--- src/rtl/trap_arbiter.sv ---
// -----------------------------------------------------------------------------
// trap_arbiter
//
// Picks one trap per event from the committing instruction's exceptions and the
// pending interrupts, resolves M/S delegation, holds the pipeline in a flush
// until it drains, then issues a single-cycle commit pulse towards the M or S
// cause CSRs.  Cause, epc and tval are captured when the trap is accepted and
// held stable until the next accepted trap.
//
// Ports
//   clk, rst            clock; asynchronous active-low reset
//   priv                current privilege (0=U, 1=S, 3=M)
//   mstatus_mie/sie     global interrupt enables
//   medeleg, mideleg    delegation masks (bits [15:0] used)
//   mip, mie            interrupt pending / enable (bits [11:0] used)
//   commit_valid        instruction at commit this cycle
//   exc_vec             one bit per exception cause raised at commit
//   commit_pc, exc_tval epc / tval source values
//   pipe_idle           pipeline drained after flush
//   flush_req           pipeline flush request (high while draining)
//   busy                arbiter is handling a trap
//   trap_cause          {interrupt, 59'b0, code}
//   trap_pc, trap_tval  captured epc / tval
//   trap_target_m/_s    one-cycle commit pulse, mutually exclusive
// -----------------------------------------------------------------------------
module trap_arbiter (
  input  logic        clk,
  input  logic        rst,
  input  logic [1:0]  priv,
  input  logic        mstatus_mie,
  input  logic        mstatus_sie,
  input  logic [63:0] medeleg,
  input  logic [63:0] mideleg,
  input  logic [63:0] mip,
  input  logic [63:0] mie,
  input  logic        commit_valid,
  input  logic [15:0] exc_vec,
  input  logic [63:0] commit_pc,
  input  logic [63:0] exc_tval,
  input  logic        pipe_idle,
  output logic        flush_req,
  output logic        busy,
  output logic [63:0] trap_cause,
  output logic [63:0] trap_pc,
  output logic [63:0] trap_tval,
  output logic        trap_target_m,
  output logic        trap_target_s
);

  typedef enum logic [1:0] {
    IDLE   = 2'd0,
    DRAIN  = 2'd1,
    COMMIT = 2'd2
  } state_t;

  typedef struct packed {
    logic       hit;
    logic       tgt_s;
    logic [3:0] code;
  } sel_t;

  state_t state, state_nxt;
  logic   tgt_s_q;
  sel_t   irq_sel, exc_sel;
  logic   take;

  // Only the architecturally defined low bits of the CSR images matter here.
  logic unused_hi;
  assign unused_hi = ^{medeleg[63:16], mideleg[63:16], mip[63:12], mie[63:12]};

  // Interrupt codes in descending priority: MEI, MSI, MTI, SEI, SSI, STI.
  function automatic logic [3:0] irq_rank_code(input int rank);
    case (rank)
      0:       return 4'd11;
      1:       return 4'd3;
      2:       return 4'd7;
      3:       return 4'd9;
      4:       return 4'd1;
      default: return 4'd5;
    endcase
  endfunction

  // Exception codes in descending priority.  Codes 9, 10, 11 and 14 never
  // appear, so those exc_vec bits are ignored by construction (ecall is
  // always reported on bit 8 and remapped afterwards).
  function automatic logic [3:0] exc_rank_code(input int rank);
    case (rank)
      0:       return 4'd12;
      1:       return 4'd1;
      2:       return 4'd2;
      3:       return 4'd0;
      4:       return 4'd8;
      5:       return 4'd3;
      6:       return 4'd6;
      7:       return 4'd4;
      8:       return 4'd15;
      9:       return 4'd13;
      10:      return 4'd7;
      default: return 4'd5;
    endcase
  endfunction

  // Walk from lowest to highest priority so the highest takeable candidate
  // is the one left standing.
  function automatic sel_t pick_irq(input logic [15:0] pend,
                                    input logic [15:0] deleg,
                                    input logic [1:0]  p,
                                    input logic        m_en,
                                    input logic        s_en);
    sel_t       r;
    logic [3:0] c;
    logic       ok;
    r = '0;
    for (int k = 5; k >= 0; k--) begin
      c = irq_rank_code(k);
      if (deleg[c]) begin
        // S-targeted: never interrupts M, needs SIE while in S.
        ok = (p == 2'd0) || ((p == 2'd1) && s_en);
      end else begin
        // M-targeted: always preempts lower modes, needs MIE while in M.
        ok = (p != 2'd3) || m_en;
      end
      if (pend[c] && ok) begin
        r.hit   = 1'b1;
        r.tgt_s = deleg[c];
        r.code  = c;
      end
    end
    return r;
  endfunction

  function automatic sel_t pick_exc(input logic [15:0] ev,
                                    input logic [15:0] deleg,
                                    input logic [1:0]  p);
    sel_t       r;
    logic [3:0] c;
    r = '0;
    for (int k = 11; k >= 0; k--) begin
      c = exc_rank_code(k);
      if (ev[c]) begin
        r.hit  = 1'b1;
        r.code = c;
      end
    end
    // ecall: code depends on the mode it was issued from (8/9/11).
    if (r.hit && (r.code == 4'd8)) begin
      r.code = {2'b10, p};
    end
    // Exceptions raised in M are never delegated.
    r.tgt_s = r.hit && (p != 2'd3) && deleg[r.code];
    return r;
  endfunction

  // ---------------------------------------------------------------------------
  // Selection (combinational, evaluated only while IDLE)
  // ---------------------------------------------------------------------------
  always_comb begin
    irq_sel = pick_irq({4'b0, mip[11:0] & mie[11:0]}, mideleg[15:0], priv,
                       mstatus_mie, mstatus_sie);
    exc_sel = pick_exc(commit_valid ? exc_vec : 16'h0000, medeleg[15:0], priv);
  end

  assign take = (state == IDLE) && (irq_sel.hit || exc_sel.hit);

  always_comb begin
    state_nxt = state;
    case (state)
      IDLE:    if (take) state_nxt = DRAIN;
      DRAIN:   if (pipe_idle) state_nxt = COMMIT;
      COMMIT:  state_nxt = IDLE;
      default: state_nxt = IDLE;
    endcase
  end

  // ---------------------------------------------------------------------------
  // State and registered control outputs
  // ---------------------------------------------------------------------------
  always_ff @(posedge clk or negedge rst) begin
    if (!rst) begin
      state         <= IDLE;
      flush_req     <= 1'b0;
      busy          <= 1'b0;
      trap_target_m <= 1'b0;
      trap_target_s <= 1'b0;
    end else begin
      state         <= state_nxt;
      flush_req     <= (state_nxt == DRAIN);
      busy          <= (state_nxt != IDLE);
      // COMMIT is only reachable through DRAIN, so tgt_s_q is already valid.
      trap_target_m <= (state_nxt == COMMIT) && !tgt_s_q;
      trap_target_s <= (state_nxt == COMMIT) &&  tgt_s_q;
    end
  end

  // ---------------------------------------------------------------------------
  // Trap capture; an interrupt beats an exception raised in the same cycle
  // because the instruction re-executes after the handler returns.
  // ---------------------------------------------------------------------------
  always_ff @(posedge clk or negedge rst) begin
    if (!rst) begin
      trap_cause <= '0;
      trap_pc    <= '0;
      trap_tval  <= '0;
      tgt_s_q    <= 1'b0;
    end else if (take) begin
      trap_pc <= commit_pc;
      if (irq_sel.hit) begin
        trap_cause <= {1'b1, 59'b0, irq_sel.code};
        trap_tval  <= '0;
        tgt_s_q    <= irq_sel.tgt_s;
      end else begin
        trap_cause <= {1'b0, 59'b0, exc_sel.code};
        trap_tval  <= exc_tval;
        tgt_s_q    <= exc_sel.tgt_s;
      end
    end
  end

endmodule

--- config.mk ---
export PLATFORM = sky130hd
export DESIGN_NAME = trap_arbiter
export DESIGN_NICKNAME = d
export VERILOG_FILES = /design/src/rtl/trap_arbiter.sv
export SDC_FILE = /design/constraint.sdc
export NUM_CORES = 1
export LEC_CHECK = 0
export CORE_AREA = 3 3 233 235
export CTS_BUF_LIST = sky130_fd_sc_hd__clkbuf_4 sky130_fd_sc_hd__clkbuf_8
export DETAILED_ROUTE_END_ITERATION = 7
export DIE_AREA = 0 0 236 238
export SKIP_CTS_REPAIR_TIMING = 1
export SLEW_MARGIN = 10
export SYNTH_ARGS = -nofsm -noshare
export SYNTH_HDL_FRONTEND = slang
export SYNTH_SLANG_ARGS = --single-unit
--- constraint.sdc ---
create_clock -name clk -period 1.87 [get_ports clk]
set_input_delay 0.374 -clock clk [delete_from_list [all_inputs] [get_ports clk]]
set_output_delay 0.374 -clock clk [all_outputs]
set_load 0.005 [all_outputs]
==> summary.txt <==
Logic synthesis
  • Area share of the largest cell type after synthesis: between 50 and 60%
  • Netlist cell types: 47
  • Post-synth EDFFs: 0
  • Mean Syn Cell Area: 8.62 µm²
  • Yosys reg bits: 140
  • Post-Syn Instances: 751
  • Ys async rst share: 100%
  • Syn Std Cell Area: roughly 0.0065 mm²
  • Synth warn: 0
  • Ranking of synthesized cells by area: dfrtp_1 (54%), nand2_1 (19%), buf_4 (6.8%), nand3_1 (5.6%), clkbuf_1 (1.5%)
  • Main flop type after synthesis: dfrtp_1
  • Seq/Total Area, Yosys: between 50% and 60%
  • Synth area leader: dfrtp_1

Place
  • Post-detail-place hpwl: around 20000 µm
  • Routability cong.: ~0.87
  • Input/output buffers: approximately 320
  • Placed Cells: between 1500 and 2000
  • Area post-placement: roughly 0.011 mm²

Detailed routing
  • 1st-iter DRT viols: about 230
  • # DRC: 0
  • Final ANT Viol Nets: 0
  • Final wirelength: a little over 30000 µm
  • WL/cell: about 16 µm
  • Pre-antenna DRT Iters: 4
  • Vias: between 6000 and 7000
  • Vias/cell: between 3 and 4

Global routing
  • First-pass GRT wire length: slightly below 40000 µm
  • Total global routing overflow: 0
  • Initial antenna violation count: 1
  • Vias in the first global route: around 6500
  • Pin count of the biggest net entering global routing: 59
  • Total track usage: 9.23%

Worst setup path
  • Crit path launch: exc_vec[6]
  • Largest fanout on the critical path: 4
  • Worst Reg-to-Reg Cells: 7
  • Startpoint Class: input port
  • Worst R2R Setup Slack: about 140 ps
  • Critical Path RT: between 2000 and 2500 ps
  • Type of the worst setup path: input port to flip-flop
  • Crit Reg-Reg Startpoint: state[0]$_DFF_PN0_
  • Crit end category: flip-flop
  • CP arrival: ~2500 ps

Worst hold path
  • Hold path start: mie[3]
  • Hold Path Cell Cnt: 4
  • Hold/Removal Path Class: input port to flip-flop

Clock tree
  • Root buffer cell: clkbuf_8
  • CTS tree: built
  • Worst-skew pair later-pin latency: ~530 ps
  • Clk sink count: between 100 and 150
  • CTS buffer count: 17
  • Reg clk slew, reported paths: around 90 ps
  • H-tree Lvls: 4
  • CTS Buffer Depth: 2

Final layout
  • Most common cell after layout, fill and taps aside: nand2_1
  • Layout cells sized above 1: between 15 and 20%
  • Most frequent cells in the layout: nand2_1 (313), clkdlybuf4s50_1 (218), dfrtp_1 (140)
  • Post-Layout Cell Count: about 1900
  • Design Area, Final: roughly 0.012 mm²
  • Area Overhead vs Synth: 92.0%
  • Final #Nets: around 1600

Power and ir drop
  • Pwr dens: around 1200 mW/mm²
  • Combinational power share: approximately half
  • Power Internal: between 9 and 10 mW
  • Lkg Pwr: approximately 6.7 nW
  • VDD IR-drop max: roughly 570 µV
  • Switching pwr: between 5 and 6 mW
  • Switch share: between 30% and 40%
  • Seq pwr share: approximately a third
  • Clock share of power: 18.0%

STA
  • Total Neg Setup Slack: -191 ps
  • RSZ-0062 raised after global routing: true
  • Final hold slack: 288 ps
  • Worst setup margin: -191 ps
  • Max-slew violations: 0
  • Setup violators final: 1
  • Min Clock Period, post-route: 2060 ps
  • Fmax: around 490 MHz
  • Final Hold Fails: 0
  • Period utilization: 110%
  • Final Skew: around 13 ps

Outcome
  • Failing checks: setup timing
  • Status: finished with violations

Floorplan
  • Core footprint: ~0.052 mm²
  • Chip Width: between 200 and 250 µm
  • Site Rows: between 80 and 90
  • Initial Util: around an eighth
  • Die ar.: 0.0562 mm²
  • Number of I/O pins: 604
  • DIE HEIGHT: between 200 and 250 µm

Job
  • Max Cap Viol: 0
==> cells in the mapped netlist (2+ instances only) <==
master	number
nand2_1	334
clkbuf_1	25
a21oi_1	8
mux2i_1	5
or3_1	3
nand3_1	73
nor2b_1	3
o21ai_0	6
dfrtp_1	140
a211oi_1	5
buf_4	59
a31oi_1	6
inv_1	3
nor3_1	5
o21a_1	2
o2111ai_1	3
buf_2	12
nor2_1	19
o21ai_2	2
nand3b_1	7
mux4_1	2
o21bai_1	2
and2_1	3
==> cell type report <==
| class | instances | area [µm²] |
|---|---|---|
| inverters | 3 | 11.3 |
| diodes | 1 | 2.50 |
| repair buffers | 435 | 4710 |
| clock inverters | 13 | 154 |
| multi-input cells | 571 | 2920 |
| fillers | 5592 | 40000 |
| flip-flops and latches | 140 | 3500 |
| well taps | 688 | 861 |
| clock buffers | 19 | 255 |
==> cell families after synthesis <==
| kind of cell | count (synthesis) | share of synthesized area (%) |
|---|---|---|
| AOI/OAI and AO/OA | 47 | 5.26 |
| and+or+nand+nor | 454 | 29.2 |
| DFF | 140 | 54.1 |
| buffers and inverters | 101 | 9.63 |
| muxes | 8 | 1.76 |
| other | 1 | 0.0579 |
==> state kept, by name, summed over array words and instances, names as in the netlist <==
signal,cells
trap_pc,64
flush_req,1
trap_target_s,1
trap_tval,64
trap_cause,5
tgt_s_q,1
busy,1
trap_target_m,1
state,2
==> worst paths after layout <==
path                                             end
max in group asynchronous  trap_tval[53]$_DFFE_PN0P_
min in group asynchronous    trap_pc[22]$_DFFE_PN0P_
max reg2reg                trap_tval[10]$_DFFE_PN0P_
max                              tgt_s_q$_DFFE_PN0P_
min                        trap_cause[3]$_DFFE_PN0P_
min reg2reg                trap_tval[29]$_DFFE_PN0P_
==> critical path, stage by stage <==
cell      delay (ps)
buf_6             90
or3_4            390
a211oi_4         320
o21ai_2          110
o41a_1           500
buf_4            160
mux4_1           230
a41oi_1          210
nand3_1           90
==> per-stage QoR <==
stage	power, mW	util (%)	setup slack [ps]
floorplan	7.05	-	-432
global placement	11.1	20.5	-1110
detailed placement	11.2	20.5	-1180
CTS	14.0	21.3	-547
global route	16.1	23.7	-256
finish	15.1	23.7	-191
==> routing by layer <==
layer / up-vias / GRT usage [%] / wire length [µm]
met5: - / 0 / 0
met4: 0 / 3.71 / 661
met3: 43 / 3.98 / 2750
met2: 353 / 15.0 / 15100
met1: 3221 / 10.8 / 12100
li1: 3170 / - / -
==> power by group through the flow <==
stage               combinational [mW]  sequential, mW  clock, mW
floorplan                         1.92            5.13          0
global placement                  6.07            5.03          0
detailed placement                6.11            5.08          0
CTS                               6.13            5.03       2.88
global route                      7.95            5.19       2.96
finish                            7.33            5.03       2.72
Note: power is estimated with default switching activity, not from simulation.
